File: config.mk
export PLATFORM = sky130hd
export DESIGN_NAME = seven_seg_scanner
export DESIGN_NICKNAME = d
export VERILOG_FILES = /design/src/rtl/seven_seg_scanner.sv
export SDC_FILE = /design/constraint.sdc
export NUM_CORES = 1
export LEC_CHECK = 0
export BUFFER_PORTS_ARGS = -buffer_cell sky130_fd_sc_hd__buf_2
export CAP_MARGIN = 20
export CORE_UTILIZATION = 45
export CTS_CLUSTER_DIAMETER = 80
export CTS_CLUSTER_SIZE = 30
export DETAILED_ROUTE_END_ITERATION = 8
export PLACE_DENSITY = 0.63
export SLEW_MARGIN = 25
export SYNTH_ARGS = -nofsm -noshare
export SYNTH_HDL_FRONTEND = slang
export SYNTH_SLANG_ARGS = --single-unit
File: constraint.sdc
create_clock -name clk -period 5.24 [get_ports clk]
set_input_delay 0 -clock clk [delete_from_list [all_inputs] [get_ports clk]]
set_output_delay 0 -clock clk [all_outputs]
set_load 0.1 [all_outputs]
File: src/rtl/seven_seg_scanner.sv
// seven_seg_scanner: time-multiplexed 5-digit seven-segment driver with
// frame-aligned double buffering and a per-slot blanking gap.
// Ports: clk, reset (sync, active-high), load, digits_in[19:0], dp_in[4:0]
//        -> seg_sel[4:0] (one-hot), seg_data[7:0] ({dp,g..a}), frame_start.
// Optional: define LEADING_ZERO_BLANK_EN to suppress leading-zero digits.
module seven_seg_scanner #(
    parameter int DIGIT_CYCLES = 50000,
    parameter int BLANK_CYCLES = 8
) (
    input  logic        clk,
    input  logic        reset,
    input  logic        load,
    input  logic [19:0] digits_in,
    input  logic [4:0]  dp_in,
    output logic [4:0]  seg_sel,
    output logic [7:0]  seg_data,
    output logic        frame_start
);

    localparam int CW = (DIGIT_CYCLES > 1) ? $clog2(DIGIT_CYCLES) : 1;
    localparam logic [CW-1:0] CNT_LAST  = CW'(DIGIT_CYCLES - 1);
    localparam logic [CW-1:0] CNT_BLANK = CW'(BLANK_CYCLES);

    typedef enum logic {BLANK, SHOW} state_t;

    state_t      state, state_next;
    logic [CW-1:0] cnt, cnt_next;
    logic [2:0]  idx, idx_next;
    logic [19:0] shadow_digits, pend_digits;
    logic [4:0]  shadow_dp, pend_dp;
    logic        pend_valid;
    logic        wrap, boundary;
    logic [3:0]  cur_digit;
    logic [6:0]  segs;
    logic [4:0]  sel_next;
    logic [7:0]  data_next;
    logic        fs_next;
`ifdef LEADING_ZERO_BLANK_EN
    logic [2:0]  msd;
`endif

    function automatic logic [6:0] decode(input logic [3:0] v);
        logic [6:0] s;
        case (v)
            4'h0: s = 7'h3F;
            4'h1: s = 7'h06;
            4'h2: s = 7'h5B;
            4'h3: s = 7'h4F;
            4'h4: s = 7'h66;
            4'h5: s = 7'h6D;
            4'h6: s = 7'h7D;
            4'h7: s = 7'h07;
            4'h8: s = 7'h7F;
            4'h9: s = 7'h6F;
            4'hA: s = 7'h77;
            4'hB: s = 7'h7C;
            4'hC: s = 7'h39;
            4'hD: s = 7'h5E;
            4'hE: s = 7'h79;
            default: s = 7'h71;
        endcase
        return s;
    endfunction

    always_comb begin
        wrap      = (cnt == CNT_LAST);
        boundary  = wrap && (idx == 3'd4);
        cnt_next  = wrap ? '0 : cnt + 1'b1;
        idx_next  = idx;
        if (wrap)
            idx_next = (idx == 3'd4) ? 3'd0 : idx + 3'd1;
        // state tracks which region the counter occupies
        state_next = (cnt_next < CNT_BLANK) ? BLANK : SHOW;

        cur_digit = shadow_digits[{idx, 2'b00} +: 4];
        segs      = decode(cur_digit);
`ifdef LEADING_ZERO_BLANK_EN
        // highest nonzero digit; digit 0 is always lit
        msd = 3'd0;
        for (int k = 1; k < 5; k++)
            if (shadow_digits[4*k +: 4] != 4'h0)
                msd = 3'(k);
        if (idx > msd)
            segs = 7'h00;
`endif

        sel_next  = 5'b0;
        data_next = 8'h00;
        if (state == SHOW) begin
            sel_next  = 5'b00001 << idx;
            data_next = {shadow_dp[idx], segs};
        end
        fs_next = (cnt == '0) && (idx == 3'd0);
    end

    always_ff @(posedge clk) begin
        if (reset) begin
            state         <= BLANK;
            cnt           <= '0;
            idx           <= 3'd0;
            shadow_digits <= '0;
            shadow_dp     <= '0;
            pend_digits   <= '0;
            pend_dp       <= '0;
            pend_valid    <= 1'b0;
            seg_sel       <= '0;
            seg_data      <= '0;
            frame_start   <= 1'b0;
        end else begin
            state       <= state_next;
            cnt         <= cnt_next;
            idx         <= idx_next;
            seg_sel     <= sel_next;
            seg_data    <= data_next;
            frame_start <= fs_next;
            // a load coinciding with the boundary bypasses pending
            if (boundary && load) begin
                shadow_digits <= digits_in;
                shadow_dp     <= dp_in;
                pend_valid    <= 1'b0;
            end else if (boundary) begin
                if (pend_valid) begin
                    shadow_digits <= pend_digits;
                    shadow_dp     <= pend_dp;
                end
                pend_valid <= 1'b0;
            end else if (load) begin
                pend_digits <= digits_in;
                pend_dp     <= dp_in;
                pend_valid  <= 1'b1;
            end
        end
    end

endmodule

==> results of run 1 <==
## timing repair
item | 4_1_cts | 5_1_grt
buffers inserted | 0 | 0
endpoints found under the hold margin | 27 | 0
setup endpoints to repair | 0 | 0
hold buffers | 25 | 0
## final cells by class
| type | instances | area, um^2 | share of cell area, % |
|---|---|---|---|
| tap | 105 | 131 | 2.91 |
| inverter | 9 | 33.8 | 0.747 |
| clock inverter | 7 | 73.8 | 1.63 |
| multi-input combinational | 328 | 1980 | 43.8 |
| clock buffer | 9 | 124 | 2.74 |
| sequential | 85 | 1700 | 37.6 |
| timing repair buffer | 68 | 477 | 10.5 |
## worst max-delay path, cell delays in order (launching register included)
cell and delay, ns:
sky130_fd_sc_hd__dfxtp_1 0.65, sky130_fd_sc_hd__mux4_2 0.57, sky130_fd_sc_hd__nor2b_1 0.14, sky130_fd_sc_hd__a31oi_1 0.47
sky130_fd_sc_hd__inv_1 0.17, sky130_fd_sc_hd__ha_1 0.28, sky130_fd_sc_hd__or3_1 0.37, sky130_fd_sc_hd__a21oi_1 0.14
## metrics by stage
| stage | total power [mW] | hold slack [ns] |
|---|---|---|
| after floorplan | 0.724 | 0.136 |
| after global placement | 0.747 | 0.254 |
| after detailed placement | 0.748 | 0.259 |
| after CTS | 1.23 | 0.0133 |
| after global routing | 1.26 | 0.0785 |
| final | 1.22 | 0.0385 |
## Yosys cell counts (all sizes together)
| library cell | instances | area, um^2 |
|---|---|---|
| a211o | 1 | 8.76 |
| mux4 | 4 | 90.1 |
| o21ai | 5 | 25.0 |
| o221ai | 25 | 219 |
| nand3b | 1 | 7.51 |
| mux2 | 2 | 22.5 |
| ha | 11 | 138 |
| nor3 | 9 | 45.0 |
| nor2b | 2 | 12.5 |
| nand4 | 3 | 18.8 |
| inv | 9 | 33.8 |
| a22oi | 1 | 7.51 |
| dfxtp | 85 | 1700 |
| mux2i | 4 | 43.8 |
| a31oi | 4 | 25.0 |
| and4 | 8 | 70.1 |
| or3 | 2 | 12.5 |
| and3 | 2 | 12.5 |
| nand2b | 2 | 12.5 |
| nor4 | 8 | 56.3 |
| nand2 | 95 | 357 |
| xor2 | 6 | 52.6 |
| buf | 16 | 87.6 |
| o211ai | 1 | 7.51 |
| a221oi | 3 | 26.3 |
| nand3 | 13 | 65.1 |
| o41ai | 1 | 8.76 |
| or4 | 1 | 11.3 |
| a21oi | 60 | 300 |
| nor2 | 31 | 119 |
| xnor2 | 9 | 78.8 |
| clkbuf | 20 | 75.1 |
| a211oi | 1 | 7.51 |
| or2 | 2 | 12.5 |
| o21a | 1 | 7.51 |
| nand4b | 1 | 8.76 |
| nor3b | 4 | 41.3 |
| o22ai | 2 | 12.5 |
| o311ai | 3 | 26.3 |
## kinds of logic after synthesis
kind of cell               share of synthesized area, %
adders and majority gates                          3.56
and+or+nand+nor                                    22.3
DFF                                                44.0
xor gates and xnor gates                           3.40
buffers and inverters                              5.08
AOI/OAI and AO/OA                                  17.6
muxes                                              4.04
## worst paths after layout
path | cells past startpoint | slack, ns | to | startpoint
setup / recovery | 7 | 2.37 | seg_data[0] | idx[0]
hold / removal | 3 | 0.04 | pend_valid | load
setup reg to reg | 7 | 2.37 | seg_data[0] | idx[0]
hold reg to reg | 2 | 0.45 | shadow_dp[0] | shadow_dp[0]
## registers in the layout (all words and copies together), names as in the netlist
name and count:
pend_digits 20, shadow_digits 20, cnt 16, seg_data 8
pend_dp 5, seg_sel 5, shadow_dp 5, idx 3
frame_start 1, pend_valid 1, state 1
## where the power goes
group | leakage, nW | switching (mW) | internal, mW
Sequential | 0.690 | 0.00846 | 0.660
Clock | 0.100 | 0.248 | 0.223
Combinational | 0.898 | 0.0476 | 0.0319
Total | 1.69 | 0.304 | 0.914
## routing by layer
metal  up-vias  track usage [%]  routed length, um
li1       1718                -                  -
met1      1652             28.7               4470
met2        63             34.9               4270
met3        11             2.98                280
met4         0             8.71                127
met5         -                0                  0
==> results list, run 1 <==
- Run status: completed
- Nets@finish: 540
* Port Buffer Count: 41
* Post-route DRC violation count: 0
- For this design the top-level I/O count stands at 42.
* Timing-limited maximum frequency: 0.348 GHz
- The die covers 8970 um^2.
* Effective utilization at floorplan: 46.8%
* Number of max-slew violations in the final report: 0
- Synthesis inferred 85 register bits.
* Sequential cell area fraction in the yosys report: 44.0%
- For this block, the routed nets add up to 9.15 mm of wire.
- Most frequent cells in the layout: sky130_fd_sc_hd__nand2_1, sky130_fd_sc_hd__dfxtp_1, sky130_fd_sc_hd__a21oi_1, sky130_fd_sc_hd__buf_2, sky130_fd_sc_hd__nor2_1
- The worst path meets setup with 2.37 ns of slack.
- Setup Skew: 0.00910 ns
- After detailed routing, the number of vias per cell comes to 5.64.
- Critical path class: flip-flop to flip-flop
- Summed over all nets, the half-perimeter wirelength after detailed placement is 5.89 mm.
* Hold Path Class: input pin to flip-flop
* Critical Path Sink Type: flip-flop
- Total routing usage reported by global routing: 21.5%
- Core Area: 8260 um^2
- Share of the core filled with cells in the final layout: 54.8%
- The library cell used most frequently in the layout, excluding fill and tap cells, is sky130_fd_sc_hd__nand2_1.
* Setup Slack @ Placement: 2.31 ns
- Standard-cell rows: 33
- The clock drives 85 sinks.
- Number of iterations in the first detailed-routing pass: 4
* Pwr per Cell Area: 269 nW/um^2
- TritonCTS built the clock tree.
- Wire length of the first global-routing pass: 15.1 mm
- The mapped netlist covers 3870 um^2.
- Inst Count DP: 569
- Total Neg Setup Slack: 0 ns
- Layout filler cell count: 798
* Via count of the first global-routing pass: 3172
* Hold violation count in the final report: 0
- Setup repair after global routing left no endpoint under its margin.
- Warnings from Yosys: 0
* Worst-Skew Late Latency: 0.35 ns
- After clock tree synthesis, the clock-pin slew on the worst setup and hold paths is 0.08 ns.
- The congestion estimate from routability-driven global placement came to 0.823.
- CTS Buf Count: 9
- P_leak: 1.69 nW
- After detailed routing, the average wire length per cell comes to 15.0 um.
- Initial DRC count: 182
* Library cell used as clock root buffer: sky130_fd_sc_hd__clkbuf_8
* Largest net degree at the start of global routing: 62
- Counting every net in the synthesized netlist gives 497.
- Counting along the longest clock path gives a buffer depth of 2.
* Total cell area at the placement stage: 4060 um^2
* Cell area after layout: 4520 um^2
* Average cell area after synthesis: 8.44 um^2
* Antenna diode count: 0
* Antenna violations before repair: 0
* Highest net fanout along the worst path: 10
- Final setup fails: 0
- STA classifies the critical path startpoint as a flip-flop.
- The worst pin sits at a relative slew slack of 34.9%.
- Overflow left after global routing: 0
* Actual slew at the worst max-slew pin: 0.973 ns
* Arrival time reported for the critical path endpoint: 3.15 ns
* Clock period minus final worst setup slack: 2.87 ns
* Share of post-route cells with drive strength above 1: 14.6%
* Cell count after synthesis: 458
- The H-tree generated during clock tree synthesis spans 3 levels.
- In this run the remaining antenna-violating nets after routing total 0.
- Total via count in the routed design: 3444
* Height of the die: 94.7 um
- Horizontal die dimension: 94.7 um
- The finished layout holds 611 standard cells, fillers aside.
* Total of cells resized after clock tree synthesis: 0
- Max-cap check violation count: 0
- Final critical-path share of the clock period: 54.8%
- Crit path required time: 5.52 ns
- IR analysis of the VDD net gives a maximum drop of 0.000156 V.
- From synthesis to final layout, the design area changed by 16.9%.
- The number of different library cells used by synthesis comes to 46.
(Power assumes the default switching activity.)
==> run 2, diff against run 1 <==
--- a/config.mk
+++ b/config.mk
@@ -11,7 +11,7 @@
 export CTS_CLUSTER_DIAMETER = 80
 export CTS_CLUSTER_SIZE = 30
 export DETAILED_ROUTE_END_ITERATION = 8
-export PLACE_DENSITY = 0.63
+export PLACE_DENSITY = 0.65
 export SLEW_MARGIN = 25
 export SYNTH_ARGS = -nofsm -noshare
 export SYNTH_HDL_FRONTEND = slang
==> constraint.sdc (replaced) <==
create_clock -name clk -period 2.5 [get_ports clk]
set_input_delay 0 -clock clk [delete_from_list [all_inputs] [get_ports clk]]
set_output_delay 0 -clock clk [all_outputs]
set_load 0.1 [all_outputs]
==> results list, run 2 (synthesized netlist as in run 1, its figures left out) <==
* Run status: completed
- Headroom to the max-slew limit: 51.8%
- Worst path cell trace: mux4_2 -> nor2b_1 -> a31oi_1 -> inv_1 -> ha_1 -> or3_1 -> a21oi_1
- Die Footprint: 8970 um^2
- Nets@finish: 553
- Hpwl dp: 6.08 mm
* Final critical-path share of the clock period: 90.2%
* Library cell used as clock root buffer: sky130_fd_sc_hd__clkbuf_8
- Together, buffers and inverters on the worst path number 1.
- Clock period minus final worst setup slack: 2.26 ns
* Max VDD drop: 0.000289 V
- Cell family with most CP delay: multiplexers
- In the final layout, the share of cells above drive strength 1 is 16.6%.
- Total Neg Setup Slack: 0 ns
* P_leak: 1.77 nW
* Hold Path Class: input pin to flip-flop
- The final number of hold-violating endpoints came to 0.
- Wire length of the first global-routing pass: 14.7 mm
- Worst-Skew Late Latency: 0.35 ns
* Arrival time reported for the critical path endpoint: 2.53 ns
- The final count of pins violating max slew came to 0.
- Critical path class: flip-flop to flip-flop
* Critical Path Sink Type: flip-flop
- Effective utilization at floorplan: 46.8%
- Summed over all layers, the routed wires come to 8.89 mm.
- Most frequent standard cell in the layout excluding fill and tap cells: sky130_fd_sc_hd__nand2_1
* Highest-delay cell along the critical path: sky130_fd_sc_hd__mux4_2
* Layout filler cell count: 764
* RSZ-0062 raised after global routing: no
* Post-route worst hold slack: 0.0308 ns
- GP Congestion: 0.895
- Clock transition at the register clock pins on the worst setup and hold paths after CTS: 0.09 ns
- Longest Clk Path Bufs: 2
- CTS Buf Count: 9
* Number of top-level pins: 42
* Via count of the first global-routing pass: 3066
- Number of iterations in the first detailed-routing pass: 4
- Port Buffer Count: 41
- For the final database, setup skew stands at 0.0176 ns.
- Longest individual stage delay on the worst path: 0.52 ns
- In this run, post-CTS repair resized a total of 0 instances.
* Final setup fails: 0
- Entering global routing, the biggest net connects 55 pins.
* Timing-limited maximum frequency: 0.443 GHz
- For this run, the total global-route usage over all layers was measured as 21.0%.
- Crit path required time: 2.77 ns
* Initial DRC count: 241
- After detailed routing, the number of vias per cell comes to 5.56.
* Crit path setup slack, layout: 0.245 ns
- Total power for the finished layout comes to 2.67 mW.
- After clock tree synthesis, the setup repair step added 0 buffers.
- Post-route ant nets: 0
- Setup Slack @ Placement: 0.271 ns
- The final route contains 3470 vias.
- CTS tree: built
* Pwr per Cell Area: 574 nW/um^2
* Detail-routed net length per standard cell: 14.2 um
* Core Area: 8260 um^2
- Actual slew at the worst max-slew pin: 0.721 ns
- The floorplan has 33 rows.
* Max-cap check violation count: 0
* Most frequent cells in the layout: sky130_fd_sc_hd__nand2_1, sky130_fd_sc_hd__dfxtp_1, sky130_fd_sc_hd__a21oi_1, sky130_fd_sc_hd__buf_2, sky130_fd_sc_hd__nor2_1
- Of all nets on the critical path, the largest fanout is 4.
* Synthesis-to-layout area growth: 20.3%
* Largest registers: pend_digits: 20 flops, shadow_digits: 20 flops, cnt: 16 flops
* Number of buffers added to fix hold violations after cts: 26
- The number of antenna violations at the first check in global routing was 0.
- Worst setup SP type: flip-flop
* Antenna diode count: 0
- The clock net in this run drives a total of 85 sinks.
- Height of the die: 94.7 um
* Worst reg2reg setup slack: 0.24 ns
- The floorplan step set the die width to 94.7 um.
* CTS H-tree depth: 3
- Overflow left after global routing: 0
- Post-route DRC violation count: 0
run 2: area by class of cell:
type,instances,area (um^2),share of cell area (%)
sequential,85,1700,36.6
inverter,9,33.8,0.726
tap,105,131,2.82
clock buffer,9,124,2.66
clock inverter,7,103,2.21
timing repair buffer,81,583,12.5
multi-input combinational,328,1980,42.5
run 2: power breakdown:
group | internal, mW | switching, mW | leakage, nW | total, mW
registers | 1.38 | 0.0152 | 0.690 | 1.40
clock network | 0.579 | 0.521 | 0.117 | 1.10
logic | 0.0716 | 0.101 | 0.965 | 0.173
total | 2.03 | 0.637 | 1.77 | 2.67
run 2: final timing paths:
path / start / end / depth (start not counted)
worst max register to register: idx[0] / seg_data[0] / 7
worst min-delay path: load / pend_valid / 3
worst min register to register: shadow_dp[1] / shadow_dp[1] / 2
worst max-delay path: idx[0] / seg_data[0] / 7
run 2: tightest hold or removal path: cells and delay by family:
family	cells	cell delay [ns]
buffers and inverters	1	0.12
and+or+nand+nor	2	0.20
run 2: per-stage QoR:
step                utilization (%)  instances  instance area (um^2)
floorplan                         -        458                  3870
global placement               50.4        582                  4170
detailed placement             50.4        582                  4170
CTS                            56.3        624                  4650
global route                   56.3        624                  4650
finish                         56.3        624                  4650
run 2: per-layer routing:
metal,share of wire [%],GRT usage [%]
met2,44,31.0
met1,50,30.9
met5,0,0
met3,4.6,4.11
met4,0.87,5.43
==> run 3, diff against run 2 <==
--- a/config.mk
+++ b/config.mk
@@ -5,7 +5,7 @@
 export SDC_FILE = /design/constraint.sdc
 export NUM_CORES = 1
 export LEC_CHECK = 0
-export BUFFER_PORTS_ARGS = -buffer_cell sky130_fd_sc_hd__buf_2
+export BUFFER_PORTS_ARGS = -buffer_cell sky130_fd_sc_hd__clkbuf_2
 export CAP_MARGIN = 20
 export CORE_UTILIZATION = 45
 export CTS_CLUSTER_DIAMETER = 80
==> results list, run 3 (synthesized netlist as in run 1, its figures left out) <==
* Post-route worst hold slack: 0.428 ns
- Global routing used 21.9% of the available tracks across all layers.
- The initial utilization of the core area, before any placement, comes to 46.8%.
* Die Footprint: 8970 um^2
* Total Power Consumption: 2.66 mW
- For this run, the slowest stage of the critical path takes 0.53 ns.
- Crit path buffers/inverters: 1
* Actual slew at the worst max-slew pin: 0.673 ns
- Largest registers: pend_digits: 20 flops, shadow_digits: 20 flops, cnt: 16 flops
* Max-cap check violation count: 0
* Post-route ant nets: 0
- Before antenna repair, the detailed router went through 5 iterations.
- Worst hold path startpoint: digits_in[18]
- The net count of the finished layout is 554.
- Highest-delay cell along the critical path: sky130_fd_sc_hd__mux4_2
- Synthesis-to-layout area growth: 20.2%
* Setup Skew: 0.00896 ns
* Run status: completed
- Final critical-path share of the clock period: 91.1%
- The repair_antennas step left the layout with diodes totalling 0.
- Crit path required time: 2.74 ns
* Post-route DRC violation count: 0
- The final number of hold-violating endpoints was 0.
- Total Neg Setup Slack: 0 ns
* P_leak: 1.76 nW
- Number of cells on the worst reg-to-reg path: 8
- RSZ-0062 raised after global routing: no
- CTS Buf Count: 9
- The worst setup path is launched from a flip-flop.
- Share of post-route cells with drive strength above 1: 16.3%
- The worst register-to-register path ends at seg_data[5].
- Cell family with most CP delay: compound AO/OA/AOI/OAI gates
* Terminating pin of the worst hold path: pend_digits[18]
- Number of max-slew violations in the final report: 0
- CTS tree: built
- Clock transition at the register clock pins on the worst setup and hold paths after CTS: 0.09 ns
* Final setup fails: 0
- The worst pin sits at a relative slew slack of 55.1%.
* Vias per Instance: 5.58
- The clock net in this run drives a total of 85 sinks.
* Worst reg2reg setup slack: 0.22 ns
- Clock period minus final worst setup slack: 2.28 ns
* Number of top-level pins: 42
- Longest Clk Path Bufs: 2
* Share of the core filled with cells in the final layout: 56.3%
- Prior to clock tree synthesis, the placed netlist has a worst setup slack of 0.225 ns.
* Critical Path Sink Type: flip-flop
- Port Buffer Count: 41
- The top cell types in the final layout, fill and taps aside, are sky130_fd_sc_hd__nand2_1, sky130_fd_sc_hd__dfxtp_1, sky130_fd_sc_hd__a21oi_1, sky130_fd_sc_hd__clkbuf_2, sky130_fd_sc_hd__nor2_1.
* Arrival time reported for the critical path endpoint: 2.52 ns
- From bottom edge to top edge, the die measures 94.7 um.
- In this run the worst path has a maximum fanout of 4.
- Detailed placement finished with a half-perimeter wire length of 6.06 mm.
- Fill cells in the final layout number 759.
- GP Congestion: 0.951
* Hold Path Class: input pin to flip-flop
* Timing-limited maximum frequency: 0.439 GHz
- Core Area: 8260 um^2
- The number of antenna violations at the first check in global routing came to 0.
- Via count of the first global-routing pass: 3026
- Horizontal die dimension: 94.7 um
* Pwr per Cell Area: 572 nW/um^2
* DRT Wirelength: 9.21 mm
* Worst-Skew Late Latency: 0.35 ns
* Largest net degree at the start of global routing: 57
- The critical path goes through mux4_2 -> nor2b_1 -> a31oi_1 -> inv_1 -> ha_1 -> nand2_1 -> o21ai_1 -> a221oi_1.
- Initial DRC count: 221
* Total via count in the routed design: 3485
- The worst register-to-register path begins at idx[0].
- Across the VDD grid, the largest voltage drop is 0.000327 V.
- Wire length of the first global-routing pass: 15.2 mm
* Detail-routed net length per standard cell: 14.7 um
- The tree is rooted in a sky130_fd_sc_hd__clkbuf_8.
* Overflow left after global routing: 0
- Standard-cell rows: 33
- Critical path class: flip-flop to flip-flop
* Worst Hold Path Cells: 4
* CTS H-tree depth: 3
* Most frequent standard cell in the layout excluding fill and tap cells: sky130_fd_sc_hd__nand2_1
- The worst path meets setup with 0.221 ns of slack.
[run 3: area by class of cell]
cell class / instances / area [um^2] / area share (%)
multi-input cells: 328 / 1980 / 42.5
flip-flops and latches: 85 / 1700 / 36.6
repair buffers: 82 / 581 / 12.5
clock buffers: 11 / 141 / 3.04
well taps: 105 / 131 / 2.83
clock inverters: 5 / 82.6 / 1.78
inverters: 9 / 33.8 / 0.727
[run 3: timing repair]
action,CTS,global route
resized for setup,0,0
buffers inserted,0,0
hold buffers,27,0
endpoints found under the hold margin,29,0
[run 3: worst max path at each step]
| stage | from | endpoint | slack, ns | depth (start not counted) |
|---|---|---|---|---|
| floorplan | idx[0] | seg_data[0] | 0.11 | 8 |
| global placement | idx[0] | seg_data[0] | 0.30 | 7 |
| detailed placement | idx[0] | seg_data[5] | 0.23 | 8 |
| CTS | idx[0] | seg_data[5] | 0.20 | 8 |
| global route | idx[0] | seg_data[5] | 0.02 | 8 |
| finish | idx[0] | seg_data[5] | 0.22 | 8 |
[run 3: through the flow]
step / cell area (um^2) / cells
2_1_floorplan: 3870 / 458
3_3_place_gp: 4150 / 582
3_5_place_dp: 4150 / 582
4_1_cts: 4650 / 625
5_1_grt: 4650 / 625
6_report: 4650 / 625
[run 3: metal layers]
metal	global-route usage, %	wire length, um
met1	31.9	4700
met5	0	0
met2	32.7	4090
met3	4.59	363
met4	5.93	64
[run 3: worst register-to-register path: stages (launching register included)]
cell and delay (ns):
sky130_fd_sc_hd__dfxtp_1 0.44, sky130_fd_sc_hd__mux4_2 0.53, sky130_fd_sc_hd__nor2b_1 0.14, sky130_fd_sc_hd__a31oi_1 0.21
sky130_fd_sc_hd__inv_1 0.11, sky130_fd_sc_hd__ha_1 0.24, sky130_fd_sc_hd__nand2_1 0.10, sky130_fd_sc_hd__o21ai_1 0.07
sky130_fd_sc_hd__a221oi_1 0.33
[run 3: report_power, final]
group          total [mW]  internal, mW  switching [mW]
combinational       0.175        0.0722           0.103
sequential           1.40          1.38          0.0153
clock                1.09         0.594           0.491
total                2.66          2.05           0.609
